[config.mk]
export PLATFORM = sky130hd
export DESIGN_NAME = johnson_decoder_monitor
export DESIGN_NICKNAME = d
export VERILOG_FILES = /design/src/rtl/johnson_decoder_monitor.sv
export SDC_FILE = /design/constraint.sdc
export NUM_CORES = 1
export LEC_CHECK = 0
export CAP_MARGIN = 20
export CORE_AREA = 2 2 65 67
export CTS_BUF_LIST = sky130_fd_sc_hd__clkbuf_16
export DETAILED_ROUTE_END_ITERATION = 10
export DIE_AREA = 0 0 67 69
export SLEW_MARGIN = 30
export SYNTH_ARGS = -nofsm -noshare
export SYNTH_HDL_FRONTEND = slang
export SYNTH_SLANG_ARGS = --single-unit
[constraint.sdc]
create_clock -name clk -period 2.7 [get_ports clk]
set_input_delay 0.54 -clock clk [delete_from_list [all_inputs] [get_ports clk]]
set_output_delay 0.54 -clock clk [all_outputs]
set_load 0.01 [all_outputs]
[src/rtl/johnson_decoder_monitor.sv]
// Decodes sampled Johnson counter states into a step index and monitors the
// sequence. It locks after LOCK_N consecutive correct successors and counts illegal/out-of-sequence events.
module johnson_decoder_monitor #(
    parameter int WIDTH  = 4,
    parameter int IDX_W  = 3,
    parameter int LOCK_N = 2
) (
    input  logic             clk,
    input  logic             reset,
    input  logic             valid_in,
    input  logic [WIDTH-1:0] q_in,
    output logic [IDX_W-1:0] idx,
    output logic             idx_valid,
    output logic             illegal,
    output logic             seq_err,
    output logic             locked,
    output logic [7:0]       err_count
);

    localparam int SEQ_LEN = 2 * WIDTH;
    localparam int CNT_W   = (LOCK_N < 2) ? 1 : $clog2(LOCK_N + 1);

    localparam logic [0:0] S_UNLOCKED = 1'b0;
    localparam logic [0:0] S_LOCKED   = 1'b1;

    logic [0:0]       state;
    logic [CNT_W-1:0] lock_cnt;
    logic             ref_valid;

    logic             legal;
    logic [IDX_W-1:0] dec_idx;
    logic [IDX_W-1:0] succ_idx;
    logic             is_succ;
    logic             cnt_done;

    // Step k < WIDTH+1: top k bits set; beyond that, top k-WIDTH bits cleared.
    function automatic logic [WIDTH-1:0] code_of(input int k);
        logic [WIDTH-1:0] c;
        for (int i = 0; i < WIDTH; i++) begin
            c[i] = (k <= WIDTH) ? (i >= WIDTH - k) : (i < SEQ_LEN - k);
        end
        return c;
    endfunction

    always_comb begin
        legal   = 1'b0;
        dec_idx = '0;
        for (int k = 0; k < SEQ_LEN; k++) begin
            if (q_in == code_of(k)) begin
                legal   = 1'b1;
                dec_idx = IDX_W'(k);
            end
        end
    end

    // idx always holds the last legal index, so it doubles as the reference.
    assign succ_idx = (idx == IDX_W'(SEQ_LEN - 1)) ? '0 : idx + 1'b1;
    assign is_succ  = ref_valid && (dec_idx == succ_idx);
    assign cnt_done = ({1'b0, lock_cnt} + 1'b1) >= (CNT_W + 1)'(LOCK_N);
    assign locked   = (state == S_LOCKED);

    always_ff @(posedge clk or posedge reset) begin
        if (reset) begin
            state     <= S_UNLOCKED;
            lock_cnt  <= '0;
            ref_valid <= 1'b0;
            idx       <= '0;
            idx_valid <= 1'b0;
            illegal   <= 1'b0;
            seq_err   <= 1'b0;
            err_count <= '0;
        end else begin
            idx_valid <= 1'b0;
            illegal   <= 1'b0;
            seq_err   <= 1'b0;
            if (valid_in) begin
                if (!legal) begin
                    illegal   <= 1'b1;
                    lock_cnt  <= '0;
                    err_count <= (err_count == 8'hFF) ? err_count : err_count + 8'd1;
                    if (state == S_LOCKED) begin
                        state     <= S_UNLOCKED;
                        ref_valid <= 1'b0;
                    end
                end else begin
                    idx       <= dec_idx;
                    idx_valid <= 1'b1;
                    ref_valid <= 1'b1;
                    if (state == S_LOCKED) begin
                        if (!is_succ) begin
                            seq_err   <= 1'b1;
                            err_count <= (err_count == 8'hFF) ? err_count : err_count + 8'd1;
                            state     <= S_UNLOCKED;
                            lock_cnt  <= '0;
                        end
                    end else if (is_succ) begin
                        if (cnt_done) begin
                            state    <= S_LOCKED;
                            lock_cnt <= '0;
                        end else begin
                            lock_cnt <= lock_cnt + 1'b1;
                        end
                    end else begin
                        lock_cnt <= '0;
                    end
                end
            end
        end
    end

endmodule

; Yosys cells after proc, flatten, opt, wreduce, memory -nomap -nowiden
; Cells that the tools add are included.
[totals]
reg_bits = 18
output_inout_bits = 15
[op_classes]
addsub = 4
order_cmp = 1
eq_ne = 13
mux = 40
reduce_logical = 7
[ops]
columns = operator, n
row1 = two-way mux 8 bit, 4
row2 = two-way mux 1 bit, 24
row3 = two-way mux 3 bit, 6
row4 = equality test 4 bit (second input constant), 4
row5 = two-way mux 2 bit, 6
row6 = adder 8 x 1 -> 8 bit (second input constant), 1
row7 = equality test 8 bit (second input constant), 1
row8 = AND reduction 2 bit, 3
row9 = equality test 4 x 1 -> 1 bit (second input constant), 1
row10 = equality test 4 x 2 -> 1 bit (second input constant), 1
row11 = equality test 4 x 3 -> 1 bit (second input constant), 1
row12 = zero test 4 bit, 1
row13 = inequality test 2 bit (second input constant), 2
row14 = adder 2 x 1 -> 3 bit (second input constant), 1
row15 = adder 3 x 1 -> 3 bit (second input constant), 1
row16 = equality test 3 bit, 1
row17 = equality test 3 bit (second input constant), 1
row18 = greater-or-equal comparator 3 x 2 -> 1 bit (second input constant), 1
row19 = inequality test 3 bit (second input constant), 1
row20 = AND reduction 3 bit, 1
row21 = adder 2 x 1 -> 2 bit (second input constant), 1
row22 = nonzero test 2 bit, 1
row23 = logical AND 1 bit, 1

; Depth between registers and ports, before layout
[depth]
ltp_word = 14
mapped_depth = 9
depth_no_buf = 8

; Least setup slack after synthesis
; Ideal clock, no wire load.
[synth_path]
path_kind = reg2reg
start = reg idx[0]
end = reg err_count[1]
setup_ps = 125
arrival_time_ps = 2060
t_required_ps = 2575
slack_ps = 515
stages_incl_launch_ff = 10
path_buffers = 1
synth_period_minus_slack_ps = 2185
cell_sequence = dfrtp_1 > ha_1 > ha_1 > inv_1 > and4_1 > nor4_2 > and4_1 > buf_6 > nor3_4 > mux2_4
[synth_via]
elab_chain_len = 6
elab_cells_between_ends = 7
[synth_lines]
columns = item, line
row1 = from (decl), 12  ; output logic [IDX_W-1:0] idx,
row2 = from (signal assigned), 86  ; idx <= dec_idx;
row3 = adder 3 x 1 -> 3 bit / equality test 3 bit (equally long branches), 57  ; assign succ_idx = (idx == IDX_W'(SEQ_LEN - 1)) ? '0 : idx + 1'b1;
row4 = two-way mux 3 bit *, 57
row5 = equality test 3 bit *, 58  ; assign is_succ = ref_valid && (dec_idx == succ_idx);
row6 = logical AND 1 bit *, 58
row7 = inequality test 2 bit (no line) *, -
row8 = AND reduction 3 bit (no line) *, -
row9 = to (signal assigned), 80  ; err_count <= (err_count == 8'hFF) ? err_count : err_count + 8'd1;
row10 = to (signal assigned), 92  ; err_count <= (err_count == 8'hFF) ? err_count : err_count + 8'd1;
row11 = to (decl), 17  ; output logic [7:0] err_count
; Every way passes the cells marked *; elsewhere a longest branch is shown, timed or not.
; A chain may end at the register's enable or synchronous reset.

; Final worst setup path
[layout_path]
start = in q_in[2]
end = reg err_count[1]
[layout_via]
elab_chain_len = 12
elab_cells_between_ends = 29
[layout_lines]
columns = item, line
row1 = from (decl), 11  ; input logic [WIDTH-1:0] q_in,
row2 = equality test 4 bit, 49  ; if (q_in == code_of(k)) begin
row3 = two-way mux 1 bit, 49
row4 = two-way mux 2 bit, 49
row5 = two-way mux 3 bit (5 in series), 49
row6 = equality test 3 bit, 58
row7 = logical AND 1 bit, 58
row8 = inequality test 2 bit (no line), -
row9 = AND reduction 3 bit (no line), -
; Several ways; a longest one is shown, not always the timed one.

==> qor.txt <==
status - complete, no violations
reg2reg start - idx[0]
Syn Inst Count - 107
FF-to-FF path depth - 9
kind of critical path - primary input to flip-flop
Lkg Pwr - 0.6433 nW
MaxCap Viol Count - 0
CTS tree - yes
post-synth top area share - 40.27%
Detail Route Antenna Nets - 0
hold_sp - ref_valid
# IOs - 22
first-iteration detailed-routing DRC count - 48
hold path depth - 1
Min-Delay Path Class - flip-flop to flip-flop
area leader, netlist - dfrtp_1
initial antenna violation count - 0
Worst EP required - 2.82 ns
NetSw - 0.3570 mW
hold slack - 0.4823 ns
number of synthesized register bits - 18
cell area power density - 761.9 nW/um2
most common cell after layout, fill and taps aside - clkdlybuf4s50_1
total wire length - 2255 um
setup ws final - 0.2419 ns
TritonCTS sink count - 18
Int Power - 0.7603 mW
Initial Util - 28.58%
GRT Residual Overflow - 0
layout cells sized above 1 - 15.91%
core area - 3914 um2
post-CTS sizing - 0
dominant register cell in the synthesized netlist - dfrtp_1
CTS Buf Count - 3
TritonRoute pass-1 iters - 3
HPWL Detailed - 1740 um
Ys Warns - 0
Peak VDD IR - 0.2145 mV
filler instances - 411
number of diodes - 0
number of global-route vias before repair - 847
multi-input logic area - 581.8 um2
distinct cell type count after synthesis - 39
crit path time final - 2.458 ns
Cell Rows - 23
Post CTS Setup Buffer Count - 0
Clk pwr share - 25.3%
Vert. Die Dim - 69 um
nets@finish - 146
maximum clock rate - 406.8 MHz
hold endpoint - seq_err
syn_nets - 119
Placer Congestion - 0.8228
reg2reg setup slack - 0.39 ns
Sw Ratio - 31.95%
combinational share of power - 37.5%
Layout area overhead - 31.10%
global-route usage over all layers - 10.47%
Max Clock Skew - 0.003126 ns
DIE AREA - 4623 um2
total number of vias - 849
post-synthesis sequential area ratio - 40.27%
part of the power in registers - 37.1%
Async S/R FF share, synth - 100.0%
Fin. Hold Viols - 0
H-tree depth - 1
DP Worst Slack - -0.02529 ns
IO buf count - 21
routed wire length per instance - 12.39 um
CTS Buffer Depth - 2
EDFF count, synth - 0
critical path arrival - 2.58 ns
Post-CTS Hold Buffers - 0
pin count of the biggest net entering global routing - 19
CP Capture Type - flip-flop
die span in x - 67 um
clk root buf - clkbuf_16
most frequent cells in the layout - 21 x clkdlybuf4s50_1, 18 x dfrtp_1, 9 x inv_1, 7 x nor2_1, 7 x buf_4
placed inst area - 1391 um2
synthesized area - 1119 um2
Final Setup Violations - 0
Slew headroom - 54.04%
worst-margin pin slew - 0.6886 ns
Worst R2R End - err_count[1]
RSZ-0062 raised after global routing - no
Synth area leaders - dfrtp_1 40%, ha_1 5.6%, xor2_1 4.7%, buf_6 4.0%, xnor2_1 3.1%
CTS clk-pin slew, worst paths - 0.05 ns
Clock Latency Late Sink - 0.24 ns
final instance area - 1466 um2
number of remaining DRC errors - 0
Mean Syn Cell Area - 10.45 um2
register area - 450.4 um2
largest fanout on the critical path - 10
vias per cell - 4.665
Util after Layout - 37.47%
part of the cycle the worst path needs - 91.04%
first-pass GRT wire length - 3815 um
Power Total - 1.117 mW
Startpoint Class - primary input
Slew Viols, Final - 0
==> layout make-up <==
class | count | share of cell area, %
inverter | 9 | 2.304
tap | 50 | 4.266
sequential | 18 | 30.72
clock buffer | 3 | 5.119
timing repair buffer | 28 | 17.92
multi-input combinational | 74 | 39.68
==> power groups by stage <==
stage,registers [mW],clock network [mW],logic [mW]
2_1_floorplan,0.426,0,0.227
3_3_place_gp,0.412,0,0.407
3_5_place_dp,0.417,0,0.425
4_1_cts,0.415,0.290,0.427
5_1_grt,0.425,0.307,0.466
6_report,0.415,0.283,0.419
==> critical path: stages <==
cell and delay (ns):
clkdlybuf4s50_1 0.63, nand2b_1 0.13, and4_1 0.22, nor4_2 0.27, and4_1 0.22, buf_4 0.19, nor3_4 0.07, mux2_4 0.30
==> metal layers <==
layer | GRT usage, % | routed length, um | vias to the layer above
li1 | - | - | 418
met1 | 13.13 | 1000 | 410
met2 | 17.71 | 1144 | 19
met3 | 1.958 | 95 | 2
met4 | 3.401 | 14 | 0
met5 | 0 | 0 | -
==> logic make-up after synthesis <==
group           count (synthesis)  synth area share, %
mux                             4                4.138
buf+inv                        15                7.718
simple gates                   39                23.94
flops                          18                40.27
xor+xnor                       11                9.284
fa+ha+maj                       5                5.593
compound gates                 15                9.061
==> worst max-delay path by stage <==
stage,startpoint,end,slack (ns)
finish,q_in[2],err_count[1],0.24
global route,q_in[2],err_count[1],0.06
CTS,q_in[2],err_count[1],0.22
detailed placement,q_in[2],err_count[1],-0.03
global placement,q_in[0],err_count[1],0.05
floorplan,idx[0],err_count[1],0.51
==> sequential cells by signal (all words and copies together), names as in the netlist <==
name       count
locked         1
lock_cnt       2
ref_valid      1
idx_valid      1
idx            3
err_count      8
seq_err        1
illegal        1
==> stage by stage <==
step	instances	setup TNS [ns]
after global placement	179	0
after detailed placement	179	-0.02529
final	182	0
after floorplan	107	0
after global routing	182	0
after CTS	182	0
==> cells in the mapped netlist (all sizes together), types with 2 or more instances <==
| master | count |
|---|---|
| o21ai | 2 |
| nand3 | 5 |
| nor3 | 4 |
| a21oi | 5 |
| a31oi | 2 |
| nand2 | 5 |
| nand2b | 4 |
| buf | 4 |
| ha | 5 |
| nor2 | 7 |
| inv | 9 |
| and4 | 2 |
| dfrtp | 18 |
| nand3b | 2 |
| o22ai | 2 |
| nor4 | 3 |
| clkbuf | 2 |
| mux2i | 2 |
| xnor2 | 5 |
| mux2 | 2 |
| xor2 | 6 |
Power figures use the tool's default switching activity.
